`config.mk`:
```
export PLATFORM = sky130hd
export DESIGN_NAME = sync_sequencer
export DESIGN_NICKNAME = d
export VERILOG_FILES = /design/src/rtl/sync_sequencer.sv
export SDC_FILE = /design/constraint.sdc
export NUM_CORES = 1
export LEC_CHECK = 0
export BUFFER_PORTS_ARGS = -buffer_cell sky130_fd_sc_hd__buf_2
export CAP_MARGIN = 10
export CORE_UTILIZATION = 49
export DETAILED_ROUTE_END_ITERATION = 8
export PLACE_DENSITY = 0.7
export SLEW_MARGIN = 20
export SYNTH_ARGS = -nofsm -noshare
export SYNTH_HDL_FRONTEND = slang
export SYNTH_SLANG_ARGS = --single-unit
```
`constraint.sdc`:
```
create_clock -name clk -period 2.47 [get_ports clk]
set_input_delay 0.494 -clock clk [delete_from_list [all_inputs] [get_ports clk]]
set_output_delay 0.494 -clock clk [all_outputs]
set_load 0.01 [all_outputs]
```
`src/rtl/sync_sequencer.sv`:
```
// Per-frame scheduler for the PPU sync writers: pulses each enabled
// channel in index order, hands it the source-RAM port, and aborts it if it hangs.
module sync_sequencer #(
  parameter int NUM_CHAN       = 4,
  parameter int SEL_WIDTH      = 2,
  parameter int TIMEOUT_CYCLES = 256,
  parameter int TO_WIDTH       = 9
) (
  input  logic                 clk,
  input  logic                 rst_n,
  input  logic                 vblank_start,
  input  logic [NUM_CHAN-1:0]  chan_en,
  output logic [NUM_CHAN-1:0]  sync,
  input  logic [NUM_CHAN-1:0]  done,
  output logic [SEL_WIDTH-1:0] src_sel,
  output logic                 busy,
  output logic                 frame_done,
  output logic                 timeout_err,
  output logic                 overrun_err,
  input  logic                 err_clr
);

  typedef enum logic [1:0] {
    S_IDLE,
    S_ISSUE,
    S_WAIT,
    S_FINISH
  } state_e;

  localparam logic [TO_WIDTH-1:0] WD_MAX =
    TO_WIDTH'(TIMEOUT_CYCLES - 1);

  state_e               state_q, state_d;
  logic [NUM_CHAN-1:0]  pend_q, pend_d;
  logic [SEL_WIDTH-1:0] cur_q, cur_d;
  logic [TO_WIDTH-1:0]  wd_q, wd_d;
  logic                 to_q, to_d;
  logic                 ov_q, ov_d;

  logic [NUM_CHAN-1:0]  cur_oh;
  logic [NUM_CHAN-1:0]  rest;
  logic                 cur_done;
  logic                 wd_hit;
  logic                 to_set;
  logic                 ov_set;

  function automatic logic [SEL_WIDTH-1:0] lowest(
    input logic [NUM_CHAN-1:0] m
  );
    logic [SEL_WIDTH-1:0] idx;
    idx = '0;
    for (int i = NUM_CHAN - 1; i >= 0; i--) begin
      if (m[i]) idx = SEL_WIDTH'(i);
    end
    return idx;
  endfunction

  assign cur_oh   = NUM_CHAN'(1) << cur_q;
  assign rest     = pend_q & ~cur_oh;
  assign cur_done = done[cur_q];
  assign wd_hit   = (wd_q == WD_MAX);

  always_ff @(posedge clk or negedge rst_n) begin
    if (!rst_n) begin
      state_q <= S_IDLE;
      pend_q  <= '0;
      cur_q   <= '0;
      wd_q    <= '0;
      to_q    <= 1'b0;
      ov_q    <= 1'b0;
    end else begin
      state_q <= state_d;
      pend_q  <= pend_d;
      cur_q   <= cur_d;
      wd_q    <= wd_d;
      to_q    <= to_d;
      ov_q    <= ov_d;
    end
  end

  always_comb begin
    state_d = state_q;
    pend_d  = pend_q;
    cur_d   = cur_q;
    wd_d    = wd_q;
    to_set  = 1'b0;
    ov_set  = vblank_start && (state_q != S_IDLE);
    unique case (state_q)
      S_IDLE: begin
        if (vblank_start) begin
          pend_d = chan_en;
          if (|chan_en) begin
            cur_d   = lowest(chan_en);
            state_d = S_ISSUE;
          end else begin
            state_d = S_FINISH;
          end
        end
      end
      S_ISSUE: begin
        wd_d    = '0;
        state_d = S_WAIT;
      end
      S_WAIT: begin
        wd_d = wd_q + TO_WIDTH'(1);
        // a timed-out channel is retired exactly like a finished one
        if (cur_done || wd_hit) begin
          to_set = !cur_done;
          pend_d = rest;
          if (|rest) begin
            cur_d   = lowest(rest);
            state_d = S_ISSUE;
          end else begin
            state_d = S_FINISH;
          end
        end
      end
      S_FINISH: begin
        state_d = S_IDLE;
      end
      default: begin
        state_d = S_IDLE;
      end
    endcase
    // set beats a simultaneous clear
    to_d = (to_q && !err_clr) || to_set;
    ov_d = (ov_q && !err_clr) || ov_set;
  end

  always_comb begin
    sync        = (state_q == S_ISSUE) ? cur_oh : '0;
    busy        = (state_q != S_IDLE);
    frame_done  = (state_q == S_FINISH);
    src_sel     = cur_q;
    timeout_err = to_q;
    overrun_err = ov_q;
  end

endmodule
```
==> report_table.html <==
<table>
<tr><th>Metric</th><th>Value</th></tr>
<tr><th colspan="2">Yosys</th></tr>
<tr><td>Largest area contributor in the netlist</td><td>dfrtp_1</td></tr>
<tr><td>Most frequently used cell type in the post-synthesis netlist</td><td>dfrtp_1</td></tr>
<tr><td>Number of distinct library cells after synthesis</td><td>34</td></tr>
<tr><td>Dominant combinational cell family by area after synthesis</td><td>simple AND/OR/NAND/NOR gates</td></tr>
<tr><td>Count of flip-flops with a built-in enable after synthesis</td><td>0</td></tr>
<tr><td>Syn. warnings</td><td>0</td></tr>
<tr><td>Fraction of the mapped netlist area in compound gates</td><td>0.191</td></tr>
<tr><td>Multiplexer share of the synthesized area</td><td>0.0679</td></tr>
<tr><td>Top_reg_cell synth</td><td>dfrtp_1</td></tr>
<tr><td>Number of cells produced by synthesis</td><td>133</td></tr>
<tr><td>Share of the synthesized netlist area taken by xor and xnor gates</td><td>0.00754</td></tr>
<tr><td>Fraction of registers with async set/reset</td><td>1.00</td></tr>
<tr><td>Adder-Cell Fraction of Synth Area</td><td>0.0647</td></tr>
<tr><td>Biggest area contributors in the synthesized netlist</td><td>dfrtp_1, ha_1, o21ai_0, inv_1, nand3_1</td></tr>
<tr><td>Sequential area share after synthesis</td><td>0.409</td></tr>
<tr><td>Simple-gate area share of the yosys netlist</td><td>0.195</td></tr>
<tr><td>Number of synthesized register bits</td><td>19</td></tr>
<tr><td>Share of Yosys cell area claimed by the top area cell type</td><td>0.409</td></tr>
<tr><td>Cell types with the highest counts after synthesis</td><td>dfrtp_1, inv_1, o21ai_0, nor2_1, nand2_1</td></tr>
<tr><td>Average footprint of a synthesized cell</td><td>8.73 um2</td></tr>
<tr><td>Cell Area, Synth</td><td>1160 um2</td></tr>
<tr><td>Post-synth net total</td><td>151</td></tr>
<tr><th colspan="2">Timing</th></tr>
<tr><td>Final period util</td><td>0.823</td></tr>
<tr><td>Largest clock skew in the final design</td><td>0.00314 ns</td></tr>
<tr><td>Count of final max-slew check failures</td><td>0</td></tr>
<tr><td>Shortest period the worst path allows</td><td>2.03 ns</td></tr>
<tr><td>Max_slew headroom</td><td>0.715</td></tr>
<tr><td>Sum of negative setup slack</td><td>0 ns</td></tr>
<tr><td>Final setup vio count</td><td>0</td></tr>
<tr><td>Post-route worst hold slack</td><td>0.111 ns</td></tr>
<tr><td>Unrepaired setup endpoints after global routing</td><td>no</td></tr>
<tr><td>Number of hold-slack violations in the final timing report</td><td>0</td></tr>
<tr><td>Worst Tran Pin Value</td><td>0.427 ns</td></tr>
<tr><td>Highest achievable clock rate</td><td>492 MHz</td></tr>
<tr><th colspan="2">CTS</th></tr>
<tr><td>Clock Tree Root</td><td>clkbuf_4</td></tr>
<tr><td>Clock transition at the registers of the reported paths</td><td>0.12 ns</td></tr>
<tr><td>Clk Latency, worst-skew pair</td><td>0.30 ns</td></tr>
<tr><td>Hold-fix buffers at CTS</td><td>0</td></tr>
<tr><td>Number of buffers created by CTS</td><td>3</td></tr>
<tr><td>Setup repair bufs after CTS</td><td>0</td></tr>
<tr><td>Buffer depth of the longest clock path</td><td>2</td></tr>
<tr><td>H-tree depth</td><td>1</td></tr>
<tr><td>CTS tree</td><td>done</td></tr>
<tr><td>Cells resized by post-CTS repair</td><td>0</td></tr>
<tr><td>Clock Sinks</td><td>19</td></tr>
<tr><th colspan="2">Die</th></tr>
<tr><td>Core Area</td><td>2230 um2</td></tr>
<tr><td>Number of cell rows</td><td>17</td></tr>
<tr><td>I/O pins</td><td>22</td></tr>
<tr><td>Floorplan die area</td><td>2570 um2</td></tr>
<tr><td>Initial Util</td><td>0.520</td></tr>
<tr><td>Vertical die dimension</td><td>50.7 um</td></tr>
<tr><td>Width of the die</td><td>50.7 um</td></tr>
<tr><th colspan="2">Critical path</th></tr>
<tr><td>CP Data Required Time</td><td>2.67 ns</td></tr>
<tr><td>Crit path DAT</td><td>2.23 ns</td></tr>
<tr><td>Startpoint kind of the worst setup timing path</td><td>register</td></tr>
<tr><td>Kind of end point of the critical path</td><td>register</td></tr>
<tr><td>Classification of the worst setup path</td><td>reg2reg</td></tr>
<tr><td>Top fanout value on the critical path</td><td>10</td></tr>
<tr><th colspan="2">Route</th></tr>
<tr><td>WL final</td><td>2.49 mm</td></tr>
<tr><td>DR pass1 iterations</td><td>4</td></tr>
<tr><td>Final routed DRC violation total</td><td>0</td></tr>
<tr><td>Via density per instance</td><td>5.55</td></tr>
<tr><td>Per-cell routed wire length</td><td>13.5 um</td></tr>
<tr><td>Vias</td><td>1027</td></tr>
<tr><td>DRT antenna net count</td><td>0</td></tr>
<tr><td>DR iter-0 viols</td><td>30</td></tr>
<tr><th colspan="2">Placement</th></tr>
<tr><td>Number of port buffers</td><td>21</td></tr>
<tr><td>Global placement routability congestion</td><td>0.865</td></tr>
<tr><td>Post-detail-place hpwl</td><td>1.88 mm</td></tr>
<tr><th colspan="2">Finish</th></tr>
<tr><td>Fraction of layout cells with a size suffix above 1</td><td>0.217</td></tr>
<tr><td>Number of antenna diodes</td><td>0</td></tr>
<tr><td>Post-synthesis to final-layout area growth</td><td>15.1%</td></tr>
<tr><td>Fin nets</td><td>176</td></tr>
<tr><td>Count of fill cells added during filler insertion</td><td>220</td></tr>
<tr><th colspan="2">Global routing</th></tr>
<tr><td>Pin count of the biggest net entering global routing</td><td>20</td></tr>
<tr><td>Number of global-route vias before repair</td><td>985</td></tr>
<tr><td>First-pass GRT wire length</td><td>4.24 mm</td></tr>
<tr><td>Initial antenna violation count</td><td>0</td></tr>
<tr><td>Combined global-route utilization of all metal layers</td><td>0.225</td></tr>
<tr><td>Total global routing overflow</td><td>0</td></tr>
<tr><th colspan="2">Run status</th></tr>
<tr><td>Status</td><td>finished, final reports clean</td></tr>
<tr><th colspan="2">Run</th></tr>
<tr><td>Reported max-cap violation count</td><td>0</td></tr>
<tr><th colspan="2">Min path</th></tr>
<tr><td>Hold Path Class</td><td>in2async</td></tr>
<tr><th colspan="2">Power</th></tr>
<tr><td>Power per Cell Area</td><td>1100 nW/um2</td></tr>
<tr><td>Leak pwr</td><td>0.000641 uW</td></tr>
<tr><td>Peak supply drop</td><td>0.590 mV</td></tr>
</table>
state kept, by name, summed over array words and instances, names as in the netlist:
| register | flops |
|---|---|
| timeout_err | 1 |
| wd_q | 9 |
| overrun_err | 1 |
| src_sel | 2 |
| pend_q | 4 |
| state_q | 2 |
logic make-up after synthesis:
family                   count (synthesis)
flip-flops                              19
XOR/XNOR                                 1
AND/OR/NAND/NOR                         45
adder cells (fa/ha/maj)                  6
multiplexers                             6
buffers and inverters                   20
AO/OA/AOI/OAI                           36
placed cells by master, fill, tap and decap left out, types with 2 or more instances in the layout:
cell type / n
buf_2: 21
nand3_1: 9
a22o_1: 2
dfrtp_1: 19
a31oi_1: 2
nor2_1: 12
buf_4: 3
a21oi_1: 8
inv_1: 16
nand2b_1: 2
nor3b_1: 2
or3_1: 2
ha_1: 6
nor2b_1: 2
nand2_1: 10
o21ai_0: 13
o22ai_1: 4
mux2i_1: 3
clkbuf_4: 3
final cells by class:
class	count	area [um2]	area share
timing repair buffer	24	128	0.0955
tap	28	35.0	0.0262
clock buffer	3	22.5	0.0169
inverter	16	60.1	0.0449
clock inverter	1	5.00	0.00375
multi-input combinational	94	611	0.457
sequential	19	475	0.356
critical path, stage by stage (launching register included):
cell     delay (ns)
dfrtp_1        0.42
inv_1          0.11
ha_1           0.35
inv_1          0.19
or3_4          0.43
nand3_2        0.07
nor2_1         0.06
mux2_4         0.29
power by group:
| group | internal, uW | switching, uW |
|---|---|---|
| Sequential | 397 | 103 |
| Clock | 60.3 | 102 |
| Combinational | 355 | 453 |
layer usage:
metal,track usage,routed length [um],vias to the layer above
met1,0.298,1210,482
met3,0.0364,89,2
met4,0.0972,16,0
met5,0,0,-
li1,-,-,513
met2,0.360,1180,30
path summary, 6_finish.rpt:
path	slack [ns]	endpoint	from	depth (start not counted)
max in group asynchronous	2.06	pend_q[1]$_DFFE_PN0P_	rst_n	1
worst min register to register	0.54	timeout_err$_DFF_PN0_	timeout_err$_DFF_PN0_	2
worst max-delay path	0.44	src_sel[0]$_DFFE_PN0P_	state_q[0]$_DFFE_PN0P_	7
worst max register to register	0.44	src_sel[0]$_DFFE_PN0P_	state_q[0]$_DFFE_PN0P_	7
min in group clk	0.39	overrun_err$_DFF_PN0_	err_clr	2
worst min-delay path	0.11	state_q[1]$_DFFE_PN0P_	rst_n	1
per-stage QoR:
step,setup slack (ns),util,cells,power (uW),cell area (um2)
floorplan,0.601,-,133,1080,1160
global placement,0.457,0.586,181,1290,1310
detailed placement,0.450,0.586,181,1300,1310
CTS,0.437,0.598,185,1470,1340
global route,0.292,0.598,185,1590,1340
finish,0.437,0.598,185,1470,1340
(Power assumes the default switching activity.)
